<file path="src/rtl/shot_pkg.sv">
// Shared state encoding, widths and magnitude helper for the shot capture path.
package shot_pkg;

  localparam int STATE_W = 3;
  localparam int MAG_W   = 17;
  localparam int FLICK_W = 16;

  typedef enum logic [STATE_W-1:0] {
    IDLE    = 3'd0,
    ARMED   = 3'd1,
    TRACK   = 3'd2,
    PRESENT = 3'd3,
    COOL    = 3'd4
  } state_t;

  // Widened sum so the combined magnitude can never wrap.
  function automatic logic [MAG_W-1:0] flick_mag(input logic [FLICK_W-1:0] x,
                                                 input logic [FLICK_W-1:0] y);
    return {1'b0, x} + {1'b0, y};
  endfunction

endpackage

</file>
<file path="src/rtl/flick_peak_tracker.sv">
// Follows one flick: keeps the X/Y pair of its peak sample, its length and
// the run of released samples, and flags the sample that ends the flick.
module flick_peak_tracker
  import shot_pkg::*;
#(
  parameter logic [MAG_W-1:0] REL_THRESH  = 17'd100,
  parameter int               REL_COUNT   = 3,
  parameter int               MIN_SAMPLES = 4,
  parameter int               MAX_TRACK   = 64,
  localparam int              LEN_W       = $clog2(MAX_TRACK + 1),
  localparam int              REL_W       = $clog2(REL_COUNT + 1)
) (
  input  logic               clk,
  input  logic               rst_n,
  input  logic               clear,
  input  logic               load,
  input  logic               track,
  input  logic [FLICK_W-1:0] x_flick,
  input  logic [FLICK_W-1:0] y_flick,
  output logic [FLICK_W-1:0] shot_x,
  output logic [FLICK_W-1:0] shot_y,
  output logic [LEN_W-1:0]   len,
  output logic               flick_end,
  output logic               flick_long
);

  logic [MAG_W-1:0] mag;
  logic [MAG_W-1:0] peak;
  logic [REL_W-1:0] rel_cnt;
  logic [REL_W-1:0] rel_next;
  logic [LEN_W-1:0] len_next;

  assign mag = flick_mag(x_flick, y_flick);

  // Decisions are made on the post-increment counts so the ending sample itself counts.
  always_comb begin
    len_next = len;
    if (len < LEN_W'(MAX_TRACK)) len_next = len + 1'b1;
    rel_next = '0;
    if (mag < REL_THRESH) begin
      rel_next = rel_cnt;
      if (rel_cnt < REL_W'(REL_COUNT)) rel_next = rel_cnt + 1'b1;
    end
    flick_end  = track && ((rel_next >= REL_W'(REL_COUNT)) ||
                           (len_next >= LEN_W'(MAX_TRACK)));
    flick_long = (len_next >= LEN_W'(MIN_SAMPLES));
  end

  always_ff @(posedge clk or negedge rst_n) begin
    if (!rst_n) begin
      peak    <= '0;
      shot_x  <= '0;
      shot_y  <= '0;
      len     <= '0;
      rel_cnt <= '0;
    end else if (clear) begin
      len     <= '0;
      rel_cnt <= '0;
    end else if (load) begin
      peak    <= mag;
      shot_x  <= x_flick;
      shot_y  <= y_flick;
      len     <= LEN_W'(1);
      rel_cnt <= '0;
    end else if (track) begin
      len     <= len_next;
      rel_cnt <= rel_next;
      // Strictly greater, so on a tie the earlier peak sample is kept.
      if (mag > peak) begin
        peak   <= mag;
        shot_x <= x_flick;
        shot_y <= y_flick;
      end
    end
  end

endmodule

</file>
<file path="src/rtl/shot_capture_ctrl.sv">
// Shot capture sequencer: arms on request, triggers on a strong flick, tracks it
// to release and presents the peak X/Y to the game logic over valid/ready.
module shot_capture_ctrl
  import shot_pkg::*;
#(
  parameter logic [MAG_W-1:0] TRIG_THRESH = 17'd200,
  parameter logic [MAG_W-1:0] REL_THRESH  = 17'd100,
  parameter int               REL_COUNT   = 3,
  parameter int               MIN_SAMPLES = 4,
  parameter int               MAX_TRACK   = 64,
  parameter int               ARM_TIMEOUT = 4096,
  parameter int               COOLDOWN    = 32
) (
  input  logic               clk,
  input  logic               rst_n,
  input  logic               arm,
  input  logic               abort,
  input  logic               sample_valid,
  input  logic [FLICK_W-1:0] x_flick,
  input  logic [FLICK_W-1:0] y_flick,
  output logic               shot_valid,
  input  logic               shot_ready,
  output logic [FLICK_W-1:0] shot_x,
  output logic [FLICK_W-1:0] shot_y,
  output logic [6:0]         shot_len,
  output logic [STATE_W-1:0] state,
  output logic               timeout,
  output logic               reject
);

  localparam int LEN_W = $clog2(MAX_TRACK + 1);
  localparam int TO_W  = $clog2(ARM_TIMEOUT + 1);
  localparam int CL_W  = $clog2(COOLDOWN + 1);

  state_t           state_q;
  state_t           state_d;
  logic [TO_W-1:0]  to_cnt;
  logic [TO_W-1:0]  to_next;
  logic [CL_W-1:0]  cool_cnt;
  logic [CL_W-1:0]  cool_next;
  logic             timeout_d;
  logic             reject_d;
  logic             load;
  logic             track;
  logic [MAG_W-1:0] mag;
  logic [LEN_W-1:0] len;
  logic             flick_end;
  logic             flick_long;

  assign mag        = flick_mag(x_flick, y_flick);
  assign state      = state_q;
  assign shot_valid = (state_q == PRESENT);
  assign shot_len   = 7'(len);

  flick_peak_tracker #(
    .REL_THRESH (REL_THRESH),
    .REL_COUNT  (REL_COUNT),
    .MIN_SAMPLES(MIN_SAMPLES),
    .MAX_TRACK  (MAX_TRACK)
  ) u_tracker (
    .clk       (clk),
    .rst_n     (rst_n),
    .clear     (abort),
    .load      (load),
    .track     (track),
    .x_flick   (x_flick),
    .y_flick   (y_flick),
    .shot_x    (shot_x),
    .shot_y    (shot_y),
    .len       (len),
    .flick_end (flick_end),
    .flick_long(flick_long)
  );

  // abort outranks everything; within ARMED a trigger outranks arm and timeout.
  always_comb begin
    state_d   = state_q;
    to_next   = to_cnt;
    cool_next = cool_cnt;
    timeout_d = 1'b0;
    reject_d  = 1'b0;
    load      = 1'b0;
    track     = 1'b0;
    if (abort) begin
      state_d   = IDLE;
      to_next   = '0;
      cool_next = '0;
    end else begin
      case (state_q)
        IDLE: begin
          if (arm) begin
            state_d = ARMED;
            to_next = '0;
          end
        end
        ARMED: begin
          if (sample_valid && (mag >= TRIG_THRESH)) begin
            load    = 1'b1;
            state_d = TRACK;
            to_next = '0;
          end else if (arm) begin
            to_next = '0;
          end else if (sample_valid) begin
            if (to_cnt >= TO_W'(ARM_TIMEOUT - 1)) begin
              timeout_d = 1'b1;
              state_d   = IDLE;
              to_next   = '0;
            end else begin
              to_next = to_cnt + 1'b1;
            end
          end
        end
        TRACK: begin
          if (sample_valid) begin
            track = 1'b1;
            if (flick_end) begin
              if (flick_long) begin
                state_d = PRESENT;
              end else begin
                reject_d = 1'b1;
                state_d  = ARMED;
                to_next  = '0;
              end
            end
          end
        end
        PRESENT: begin
          if (shot_ready) begin
            state_d   = COOL;
            cool_next = '0;
          end
        end
        COOL: begin
          if (sample_valid) begin
            if (cool_cnt >= CL_W'(COOLDOWN - 1)) begin
              state_d   = IDLE;
              cool_next = '0;
            end else begin
              cool_next = cool_cnt + 1'b1;
            end
          end
        end
        default: begin
          state_d   = IDLE;
          to_next   = '0;
          cool_next = '0;
        end
      endcase
    end
  end

  always_ff @(posedge clk or negedge rst_n) begin
    if (!rst_n) begin
      state_q  <= IDLE;
      to_cnt   <= '0;
      cool_cnt <= '0;
      timeout  <= 1'b0;
      reject   <= 1'b0;
    end else begin
      state_q  <= state_d;
      to_cnt   <= to_next;
      cool_cnt <= cool_next;
      timeout  <= timeout_d;
      reject   <= reject_d;
    end
  end

endmodule

</file>
<file path="config.mk">
export PLATFORM = sky130hd
export DESIGN_NAME = shot_capture_ctrl
export DESIGN_NICKNAME = d
export VERILOG_FILES = /design/src/rtl/shot_pkg.sv /design/src/rtl/flick_peak_tracker.sv /design/src/rtl/shot_capture_ctrl.sv
export SDC_FILE = /design/constraint.sdc
export NUM_CORES = 1
export LEC_CHECK = 0
export BUFFER_PORTS_ARGS = -buffer_cell sky130_fd_sc_hd__buf_2
export CAP_MARGIN = 20
export CORE_MARGIN = 8
export CORE_UTILIZATION = 44
export DETAILED_ROUTE_END_ITERATION = 16
export HOLD_SLACK_MARGIN = 0.03
export SLEW_MARGIN = 5
export SYNTH_ARGS = -nofsm -noshare
export SYNTH_HDL_FRONTEND = slang
export SYNTH_SLANG_ARGS = --single-unit
</file>
<file path="constraint.sdc">
create_clock -name clk -period 6.6 [get_ports clk]
set_clock_uncertainty 0.15 [all_clocks]
set_input_delay 1.32 -clock clk [delete_from_list [all_inputs] [get_ports clk]]
set_output_delay 1.32 -clock clk [all_outputs]
set_load 0.01 [all_outputs]
</file>
Word-level counts from Yosys, hierarchy flattened
Cells that the tools add are included.
{"block": "totals", "output_inout_bits": 45, "register_bits": 82, "in_bits": 38}
{"block": "op_classes", "n_mux": 63, "n_eq_ne": 17, "reduce_logical": 13, "bitwise_logic": 1, "add_sub_neg": 5, "magnitude_cmp": 10}
{"cell": "$mux W13", "n": 9}
{"cell": "$mux W16", "n": 6}
{"cell": "$pmux W13 S4", "n": 1}
{"cell": "$mux W17", "n": 3}
{"cell": "$mux W3", "n": 11}
{"cell": "$mux W7", "n": 4}
{"cell": "$mux W6", "n": 4}
{"cell": "$ne A3 B3 Y1 const B", "n": 6}
{"cell": "$pmux W6 S3", "n": 1}
{"cell": "$add A16 B16 Y17", "n": 1}
{"cell": "$ge A17 B8 Y1 const B", "n": 1}
{"cell": "$gt A17 B17 Y1", "n": 1}
{"cell": "$lt A17 B7 Y1 const B", "n": 1}
{"cell": "$mux W1", "n": 17}
{"cell": "$pmux W3 S5", "n": 1}
{"cell": "$add A13 B1 Y13 const B", "n": 1}
{"cell": "$ge A13 B12 Y1 const B", "n": 1}
{"cell": "$mux W2", "n": 6}
{"cell": "$ne A4 B4 Y1 const B", "n": 3}
{"cell": "$reduce_and A9 Y1", "n": 1}
{"cell": "$add A7 B1 Y7 const B", "n": 1}
{"cell": "$ge A7 B3 Y1 const B", "n": 1}
{"cell": "$ge A7 B7 Y1 const B", "n": 1}
{"cell": "$lt A7 B7 Y1 const B", "n": 1}
{"cell": "other kinds (21)", "n": 26}

Longest topological paths before layout
Gate-level depths: netlist of run 1.
{"block": "depth", "depth_word": 10, "depth_mapped": 20, "depth_no_buf": 18}

Cells and area by module
Synthesis of run 1 repeated with hierarchy kept, for this count alone.
{"block": "hier_totals", "hier_cells": 631, "hier_area_um2": 5883.1}
{"mod": "flick_peak_tracker", "instances": 1, "cells_per_inst": 337, "area_each_um2": 3606.0}
{"mod": "shot_capture_ctrl", "instances": 1, "cells_per_inst": 294, "area_each_um2": 2277.2}

Least setup slack after synthesis of run 1
Ideal clock, no wire load.
{"block": "synth_path", "kind": "input to register", "startpoint": "input port x_flick[0]", "endpoint": "register u_tracker.peak[0]", "stages": 20, "required_time_ns": 6.325, "arrival_ns": 4.862, "setup_slack_ns": 1.462, "path_cell_list": "ha_1 -> inv_1 -> fa_1 -> nor2b_1 -> o2111ai_1 -> nand2_1 -> xnor2_1 -> inv_1 -> ha_1 -> a21o_1 -> a21o_1 -> a211oi_1 -> o21a_1 -> o21ai_0 -> maj3_1 -> a21oi_1 -> o2bb2ai_4 -> buf_6 -> buf_8 -> mux2_4"}
{"block": "synth_via", "elab_chain_len": 8, "word_cells_on_any_way": 13, "classes_between": "add/sub (1); order compare (2); mux (6); reduce/logical (4)"}
{"item": "start: declaration", "line_no": "shot_capture_ctrl.sv:19", "rtl": "input logic [FLICK_W-1:0] x_flick,"}
{"item": "$add A16 B16 Y17 (*)", "line_no": "shot_pkg.sv:19", "rtl": "return {1'b0, x} + {1'b0, y};"}
{"item": "via mag[6]", "line_no": "shot_capture_ctrl.sv:45", "rtl": "logic [MAG_W-1:0] mag;"}
{"item": "$ge A17 B8 Y1", "line_no": "shot_capture_ctrl.sv:97", "rtl": "if (sample_valid && (mag >= TRIG_THRESH)) begin"}
{"item": "$logic_and A1 B1 Y1", "line_no": "shot_capture_ctrl.sv:97"}
{"item": "$mux W1", "line_no": "shot_capture_ctrl.sv:97"}
{"item": "$mux W1", "line_no": "shot_capture_ctrl.sv:89", "rtl": "case (state_q)"}
{"item": "$mux W1", "line_no": "shot_capture_ctrl.sv:84", "rtl": "if (abort) begin"}
{"item": "$reduce_bool A2 Y1 (no source line)"}
{"item": "$reduce_and A3 Y1 (no source line)"}
{"item": "end signal: assignment", "line_no": "flick_peak_tracker.sv:60", "rtl": "peak <= mag;"}
{"item": "end signal: assignment", "line_no": "flick_peak_tracker.sv:70", "rtl": "peak <= mag;"}
{"item": "end: declaration", "line_no": "flick_peak_tracker.sv:28", "rtl": "logic [MAG_W-1:0] peak;"}
Mark *: on every way through the listed nets, which the timed path passes. The rest lies on a longest branch. The select of a mux whose other input is x is not followed.
A chain may end at the register's enable or synchronous reset.

Worst setup path after layout of run 1
{"block": "layout_path", "startpoint": "input port x_flick[0]", "endpoint": "register u_tracker.shot_y[4]"}
{"block": "layout_via", "elab_chain_len": 8, "word_cells_on_any_way": 11, "classes_between": "add/sub (1); order compare (2); mux (4); reduce/logical (4)"}
{"item": "$add A16 B16 Y17 (*)", "line_no": "shot_pkg.sv:19"}
{"item": "via mag[8]", "line_no": "shot_capture_ctrl.sv:45"}
{"item": "$ge A17 B8 Y1", "line_no": "shot_capture_ctrl.sv:97"}
{"item": "$logic_and A1 B1 Y1", "line_no": "shot_capture_ctrl.sv:97"}
{"item": "$mux W1", "line_no": "shot_capture_ctrl.sv:97"}
{"item": "$mux W1", "line_no": "shot_capture_ctrl.sv:89"}
{"item": "$mux W1", "line_no": "shot_capture_ctrl.sv:84"}
{"item": "$reduce_bool A2 Y1 (no source line)"}
{"item": "$reduce_and A3 Y1 (no source line)"}
{"item": "end signal: assignment", "line_no": "flick_peak_tracker.sv:62", "rtl": "shot_y <= y_flick;"}
{"item": "end signal: assignment", "line_no": "flick_peak_tracker.sv:72", "rtl": "shot_y <= y_flick;"}
{"item": "end: declaration", "line_no": "flick_peak_tracker.sv:21", "rtl": "output logic [FLICK_W-1:0] shot_y,"}
Mark *: on every way through the listed nets, which the timed path passes. The rest lies on a longest branch.

==> results of run 1 <==
## area by class of cell
type | count | share of cell area [%]
multi-input combinational | 380 | 48.6
sequential | 82 | 34.0
timing repair buffer | 86 | 7.54
clock buffer | 13 | 4.48
tap | 143 | 2.96
inverter | 30 | 1.86
clock inverter | 2 | 0.580
## cells in the mapped netlist (all sizes together), types with 9 or more instances
master / number
dfrtp: 82
mux2: 45
nand2: 37
ha: 35
nor2: 33
inv: 30
o21ai: 27
a21oi: 22
nor3: 16
a21o: 14
and3: 11
xor2: 11
a22o: 9
buf: 9
nand3: 9
## how the worst max path moves through the flow
stage,from,to,slack (ps),depth (start not counted)
2_1_floorplan,x_flick[0],u_tracker.peak[0]$_DFFE_PN0P_,1460,20
3_3_place_gp,x_flick[0],u_tracker.shot_x[10]$_DFFE_PN0P_,680,19
3_5_place_dp,x_flick[0],u_tracker.shot_x[7]$_DFFE_PN0P_,570,20
4_1_cts,x_flick[0],u_tracker.shot_y[4]$_DFFE_PN0P_,920,20
5_1_grt,y_flick[0],u_tracker.shot_x[3]$_DFFE_PN0P_,550,20
6_report,x_flick[0],u_tracker.shot_y[4]$_DFFE_PN0P_,950,19
## sequential cells by signal (all words and copies together) (netlist names)
register           flops
cool_cnt               6
u_tracker.shot_x      16
u_tracker.rel_cnt      2
timeout                1
state                  3
u_tracker.shot_y      16
u_tracker.len          7
u_tracker.peak        17
reject                 1
to_cnt                13
## power groups by stage
stage                     combinational (mW)  clock, mW  sequential (mW)
final                                  0.816      0.516            0.753
after global placement                 0.803          0            0.756
after global routing                   0.908      0.553            0.776
after detailed placement               0.819          0            0.763
after CTS                              0.825      0.535            0.755
after floorplan                        0.527          0            0.801
## metal layers
| layer | GRT usage, % | up-vias |
|---|---|---|
| li1 | - | 2030 |
| met1 | 19.4 | 1916 |
| met2 | 23.2 | 69 |
| met3 | 4.47 | 10 |
| met4 | 5.39 | 0 |
| met5 | 0 | - |
## kinds of logic (layout without fill, tap and decap cells)
kind of cell	after synthesis	after routing	share of synthesized area (%)
simple gates	149	149	15.0
flops	82	82	39.5
mux	52	52	11.4
compound gates	125	125	18.1
xor+xnor	17	17	3.01
fa+ha+maj	37	37	9.01
buf+inv	44	131	3.98
## metrics by stage
stage	cells	instance area, sq um	utilization [%]	hold slack (ps)	total power [mW]
final	736	6040	52.7	340	2.08
after detailed placement	719	5710	49.8	325	1.58
after global routing	736	6040	52.7	353	2.24
after floorplan	506	5190	-	304	1.33
after global placement	719	5710	49.8	324	1.56
after CTS	734	6010	52.4	340	2.12
## placed cells by master, fill, tap and decap left out, types with 10 or more instances in the layout
| master | count |
|---|---|
| a21o_1 | 14 |
| a21oi_1 | 21 |
| and3_1 | 10 |
| buf_2 | 81 |
| dfrtp_1 | 82 |
| ha_1 | 35 |
| inv_1 | 30 |
| mux2_2 | 41 |
| nand2_1 | 36 |
| nor2_1 | 32 |
| nor3_1 | 16 |
| o21ai_0 | 23 |
| xor2_1 | 10 |
==> results.py, run 1 <==
metrics = {
    "run_status": {
        "status": "completed",
    },
    "critical_path": {
        "crit_fanout": 32,
        "crit_chain": "buf_2 -> ha_1 -> inv_1 -> fa_1 -> nor2b_1 -> o2111a_1 -> o221ai_1 -> and3_1 -> ha_1 -> nand4_1 -> nor3_1 -> a211oi_1 -> o21a_1 -> o21ai_0 -> maj3_1 -> a21oi_1 -> o2bb2ai_4 -> buf_4 -> mux2_2",
        "crit_buf_inv": 3,
        "critPathTopFamily": "compound AO/OA/AOI/OAI gates",
        "reg2reg_to": "u_tracker.shot_y[4]$_DFFE_PN0P_",
        "critPathMaxStageDelay_ps": 820,
        "critPathLaunchType": "input port",
        "worst-setup-path-type": "in2reg",
        "critical_path.slowest_cell": "o2bb2ai_4",
        "reg2reg_depth": 6,
        "cp.arrival_ps": 5720,
        "endpoint_kind": "flip-flop",
        "cpMostUsedCell": "ha_1",
        "worstPathRequired_ps": 6680,
        "r2r_slack_ps": 2980,
        "r2r_start": "state[0]$_DFFE_PN0P_",
    },
    "floorplan": {
        "die_w_um": 125,
        "coreArea_sq_mm": 0.0115,
        "row_count": 39,
        "initial_core_util_pct": 45.3,
        "pin_count": 83,
        "dieArea_sq_mm": 0.0155,
        "die_y_um": 125,
    },
    "timing": {
        "worst_pin_slew_ps": 1010,
        "timing.final.ws_setup_ps": 955,
        "setup_viol": 0,
        "relSlewSlack_pct": 32.3,
        "rsz0062_at_grt": "no",
        "slew_viol_final": 0,
        "fmax_mhz": 177,
        "tns_ps": 0,
        "finalCritPeriodShare_pct": 85.5,
        "hold_viol": 0,
        "final.min_clock_period_ps": 5650,
    },
    "routing": {
        "via_per_inst": 5.47,
        "drc_errors": 0,
        "postRouteAntennaNets": 0,
        "firstDrtPassIters": 4,
        "drtIter0Drc": 265,
        "wl_per_cell_um": 15.5,
        "met1_length_um": 5680,
        "wl_um": 11400,
        "wl_met2_um": 5110,
        "routed.top_layer": "met4",
        "wl_met3_um": 472,
        "vias": 4025,
    },
    "clock_network": {
        "cts_setup_buffers": 0,
        "tritoncts.num_buffers": 9,
        "cts_hold_buf": 0,
        "cts_buffer_depth": 2,
        "clkLatencyLatePin_ps": 340,
        "postCtsResizedCells": 0,
        "cts_num_sinks": 82,
        "h-tree-depth": 3,
        "root_buffer": "clkbuf_16",
        "cts_tree": "yes",
        "clkTransAtPathRegs_ps": 60,
    },
    "pwr": {
        "p_seq_share_pct": 36.1,
        "power_frac_comb_pct": 39.1,
        "vdd_drop_max_v": 0.000194,
        "p_switching_uw": 705,
        "leakagePower_nw": 2.89,
        "switching_share_pct": 33.8,
        "power.density_mw_per_mm2": 345,
        "p_int_mw": 1.38,
        "clockPowerShare_pct": 24.8,
    },
    "global_routing": {
        "grt-ovfl-total": 0,
        "first_global_vias": 4100,
        "grt_start_max_net_pins": 83,
        "grt.total_usage_pct": 15.0,
        "grt_pass1_wl_um": 19500,
        "grt_antenna_before_repair": 0,
    },
    "synthesis": {
        "synthFlopType": "dfrtp_1",
        "synth_area_leaders": "dfrtp_1 (40%), mux2_2 (8.9%), ha_1 (8.4%)",
        "synth.distinct_cells": 80,
        "ys_seq_area_share_pct": 39.5,
        "syn_area_sq_mm": 0.00519,
        "synth_top_area_share_pct": 39.5,
        "syn_inst": 506,
        "synth_top_area_cell": "dfrtp_1",
        "ys_async_sr_fraction_pct": 100,
        "synth_seq_cells": 82,
        "synth_area_per_cell_sq_um": 10.3,
        "yosysWarnings": 0,
        "synth.net_count": 580,
        "synth_edf_count": 0,
    },
    "layout": {
        "multi_input_area_sq_mm": 0.00293,
        "final-seq-area_sq_mm": 0.00205,
        "n_antenna_cell": 0,
        "layout.nets": 663,
        "layout-drive-gt1-share_pct": 28.7,
        "nFillCells": 1052,
        "syn_to_final_growth_pct": 16.3,
    },
    "place": {
        "port_buffers": 82,
        "place_hpwl_um": 8480,
        "pre_cts_ws_ps": 566,
        "globalplace.congestion": 0.790,
    },
    "run": {
        "max_cap_violations": 0,
    },
    "min_path": {
        "hold_path_class": "reg2reg",
        "hp-start": "to_cnt[12]$_DFFE_PN0P_",
        "whs_path_depth": 1,
        "min_to": "to_cnt[12]$_DFFE_PN0P_",
    },
}
Power figures use the tool's default switching activity.
==> run 2, diff against run 1 <==
--- a/config.mk
+++ b/config.mk
@@ -13,3 +13,3 @@
 export HOLD_SLACK_MARGIN = 0.03
-export SLEW_MARGIN = 5
+export PLACE_DENSITY = 0.77
 export SYNTH_ARGS = -nofsm -noshare
--- a/constraint.sdc
+++ b/constraint.sdc
@@ -4,2 +4,2 @@
 set_output_delay 1.32 -clock clk [all_outputs]
-set_load 0.01 [all_outputs]
+set_load 0.005 [all_outputs]
==> run 2 against run 1 <==
  * Total power decreased by 0.84%
  * Setup slack worse by 100 ps
  * Clock power up 4.5%
  * Highest routed layer unchanged
  * Critical path depth is the same
  * Sequential power grew 0.5%
  * Cell area increased by 0.10%
  * First-iteration DRC count decreased by 21%
  * Final cell count down 0.27%
  * Combinational power decreased by 5.4%
  * Routed wire length is 0.92% higher
  * Register-to-register slack lost 80 ps
  * Fmax is 1.8% lower
==> results.py, run 2 (synthesized netlist as in run 1, its figures left out) <==
metrics = {
    "critical_path": {
        "critPathLaunchType": "input port",
        "cpMostUsedCell": "ha_1",
        "worst-setup-path-type": "in2reg",
        "crit_buf_inv": 3,
        "cp.arrival_ps": 5820,
        "crit_chain": "buf_2 -> ha_1 -> inv_1 -> fa_1 -> nor2b_1 -> o2111a_1 -> o221ai_1 -> and3_1 -> ha_1 -> nand4_1 -> nor3_1 -> a211oi_1 -> o21a_1 -> o21ai_0 -> maj3_1 -> a21oi_1 -> o2bb2ai_4 -> buf_4 -> mux2_2",
        "critPathMaxStageDelay_ps": 830,
        "worstPathRequired_ps": 6680,
        "r2r_slack_ps": 2900,
        "endpoint_kind": "flip-flop",
        "critical_path.slowest_cell": "o2bb2ai_4",
        "critPathTopFamily": "compound AO/OA/AOI/OAI gates",
        "crit_fanout": 35,
    },
    "layout": {
        "fin_util_pct": 52.7,
        "nFillCells": 1025,
        "layout-drive-gt1-share_pct": 28.4,
        "largest_reg_flops": 17,
        "final_common_cell": "dfrtp_1",
        "layout.nets": 661,
        "syn_to_final_growth_pct": 16.4,
        "final_cell_mix": "dfrtp_1 (82), buf_2 (81), mux2_2 (41), nand2_1 (36), ha_1 (35)",
        "regMostFlops": "u_tracker.peak",
        "n_antenna_cell": 0,
        "top_regs": "u_tracker.peak (17), u_tracker.shot_x (16), u_tracker.shot_y (16)",
    },
    "clock_network": {
        "tritoncts.num_buffers": 9,
        "cts_hold_buf": 0,
        "cts_buffer_depth": 2,
        "postCtsResizedCells": 0,
        "h-tree-depth": 3,
        "cts_num_sinks": 82,
        "clkTransAtPathRegs_ps": 60,
        "clkLatencyLatePin_ps": 340,
        "cts_setup_buffers": 0,
        "root_buffer": "clkbuf_16",
        "cts_tree": "yes",
    },
    "floorplan": {
        "coreArea_sq_mm": 0.0115,
        "die_y_um": 125,
        "initial_core_util_pct": 45.3,
        "dieArea_sq_mm": 0.0155,
        "pin_count": 83,
        "die_w_um": 125,
        "row_count": 39,
    },
    "run_status": {
        "status": "completed",
    },
    "pwr": {
        "clockPowerShare_pct": 26.1,
        "p_int_mw": 1.40,
        "power.density_mw_per_mm2": 342,
        "power_frac_comb_pct": 37.3,
        "leakagePower_nw": 2.88,
        "p_switching_uw": 672,
        "vdd_drop_max_v": 0.000181,
        "p_seq_share_pct": 36.6,
        "switching_share_pct": 32.5,
    },
    "place": {
        "port_buffers": 82,
        "globalplace.congestion": 0.825,
        "place_hpwl_um": 8700,
        "pre_cts_ws_ps": 476,
    },
    "routing": {
        "wl_um": 11500,
        "vias": 4111,
        "postRouteAntennaNets": 0,
        "via_per_inst": 5.60,
        "firstDrtPassIters": 4,
        "drc_errors": 0,
        "wl_per_cell_um": 15.7,
        "drtIter0Drc": 209,
    },
    "global_routing": {
        "grt.total_usage_pct": 15.0,
        "grt_antenna_before_repair": 0,
        "first_global_vias": 4091,
        "grt_start_max_net_pins": 83,
        "grt-ovfl-total": 0,
        "grt_pass1_wl_um": 19400,
    },
    "timing": {
        "fin_hold_ws_ps": 338,
        "timing.final.ws_setup_ps": 852,
        "fmax_mhz": 174,
        "relSlewSlack_pct": 31.3,
        "worst_pin_slew_ps": 1030,
        "rsz0062_at_grt": "no",
        "setup_viol": 0,
        "final.min_clock_period_ps": 5750,
        "finalCritPeriodShare_pct": 87.1,
        "hold_viol": 0,
        "slew_viol_final": 0,
        "tns_ps": 0,
    },
    "min_path": {
        "hold_path_class": "reg2reg",
    },
    "run": {
        "max_cap_violations": 0,
    },
}
run 2: cell types whose count changed in the layout (fill, tap and decap cells not counted):
cell        delta
clkinvlp_4     +1
bufinv_16      +1
buf_16         +1
clkinv_2       -1
clkbuf_8       -2
buf_4          -2
clkinv_4       +1
buf_12         -1
run 2: metrics by stage:
stage | instance area, sq um | std cells | power [mW]
after floorplan | 5190 | 506 | 1.28
after global placement | 5700 | 718 | 1.50
after detailed placement | 5700 | 718 | 1.54
after CTS | 6020 | 733 | 2.09
after global routing | 6040 | 734 | 2.22
final | 6040 | 734 | 2.07
run 2: power groups by stage:
stage | combinational [mW] | sequential [mW] | clock [mW]
floorplan | 0.527 | 0.758 | 0
detailed placement | 0.775 | 0.764 | 0
finish | 0.772 | 0.757 | 0.539
global placement | 0.743 | 0.755 | 0
CTS | 0.780 | 0.757 | 0.555
global route | 0.864 | 0.778 | 0.575
run 2: final cells by class:
class	instances	area, sq um	share of cell area, %
clock buffers	11	243	4.02
multi-input cells	380	2930	48.5
flip-flops and latches	82	2050	33.9
inverters	30	113	1.86
well taps	143	179	2.96
repair buffers	84	448	7.41
clock inverters	4	76.3	1.26
run 2: path summary, 6_finish.rpt:
kind	from	end	depth (start not counted)
max	x_flick[0]	u_tracker.shot_x[1]$_DFFE_PN0P_	19
min	to_cnt[12]$_DFFE_PN0P_	to_cnt[12]$_DFFE_PN0P_	1
max reg2reg	state[0]$_DFFE_PN0P_	u_tracker.shot_x[1]$_DFFE_PN0P_	6
min reg2reg	to_cnt[12]$_DFFE_PN0P_	to_cnt[12]$_DFFE_PN0P_	1
max in group asynchronous	rst_n	u_tracker.len[4]$_DFFE_PN0P_	2
min in group asynchronous	rst_n	u_tracker.shot_y[10]$_DFFE_PN0P_	1
run 2: metal layers:
metal | up-vias | part of all wire, % | routed length (um) | track usage, %
li1 | 2027 | - | - | -
met1 | 1978 | 46 | 5280 | 18.5
met2 | 86 | 48 | 5520 | 23.4
met3 | 20 | 4.0 | 458 | 3.49
met4 | 0 | 2.4 | 275 | 8.50
met5 | - | 0 | 0 | 0
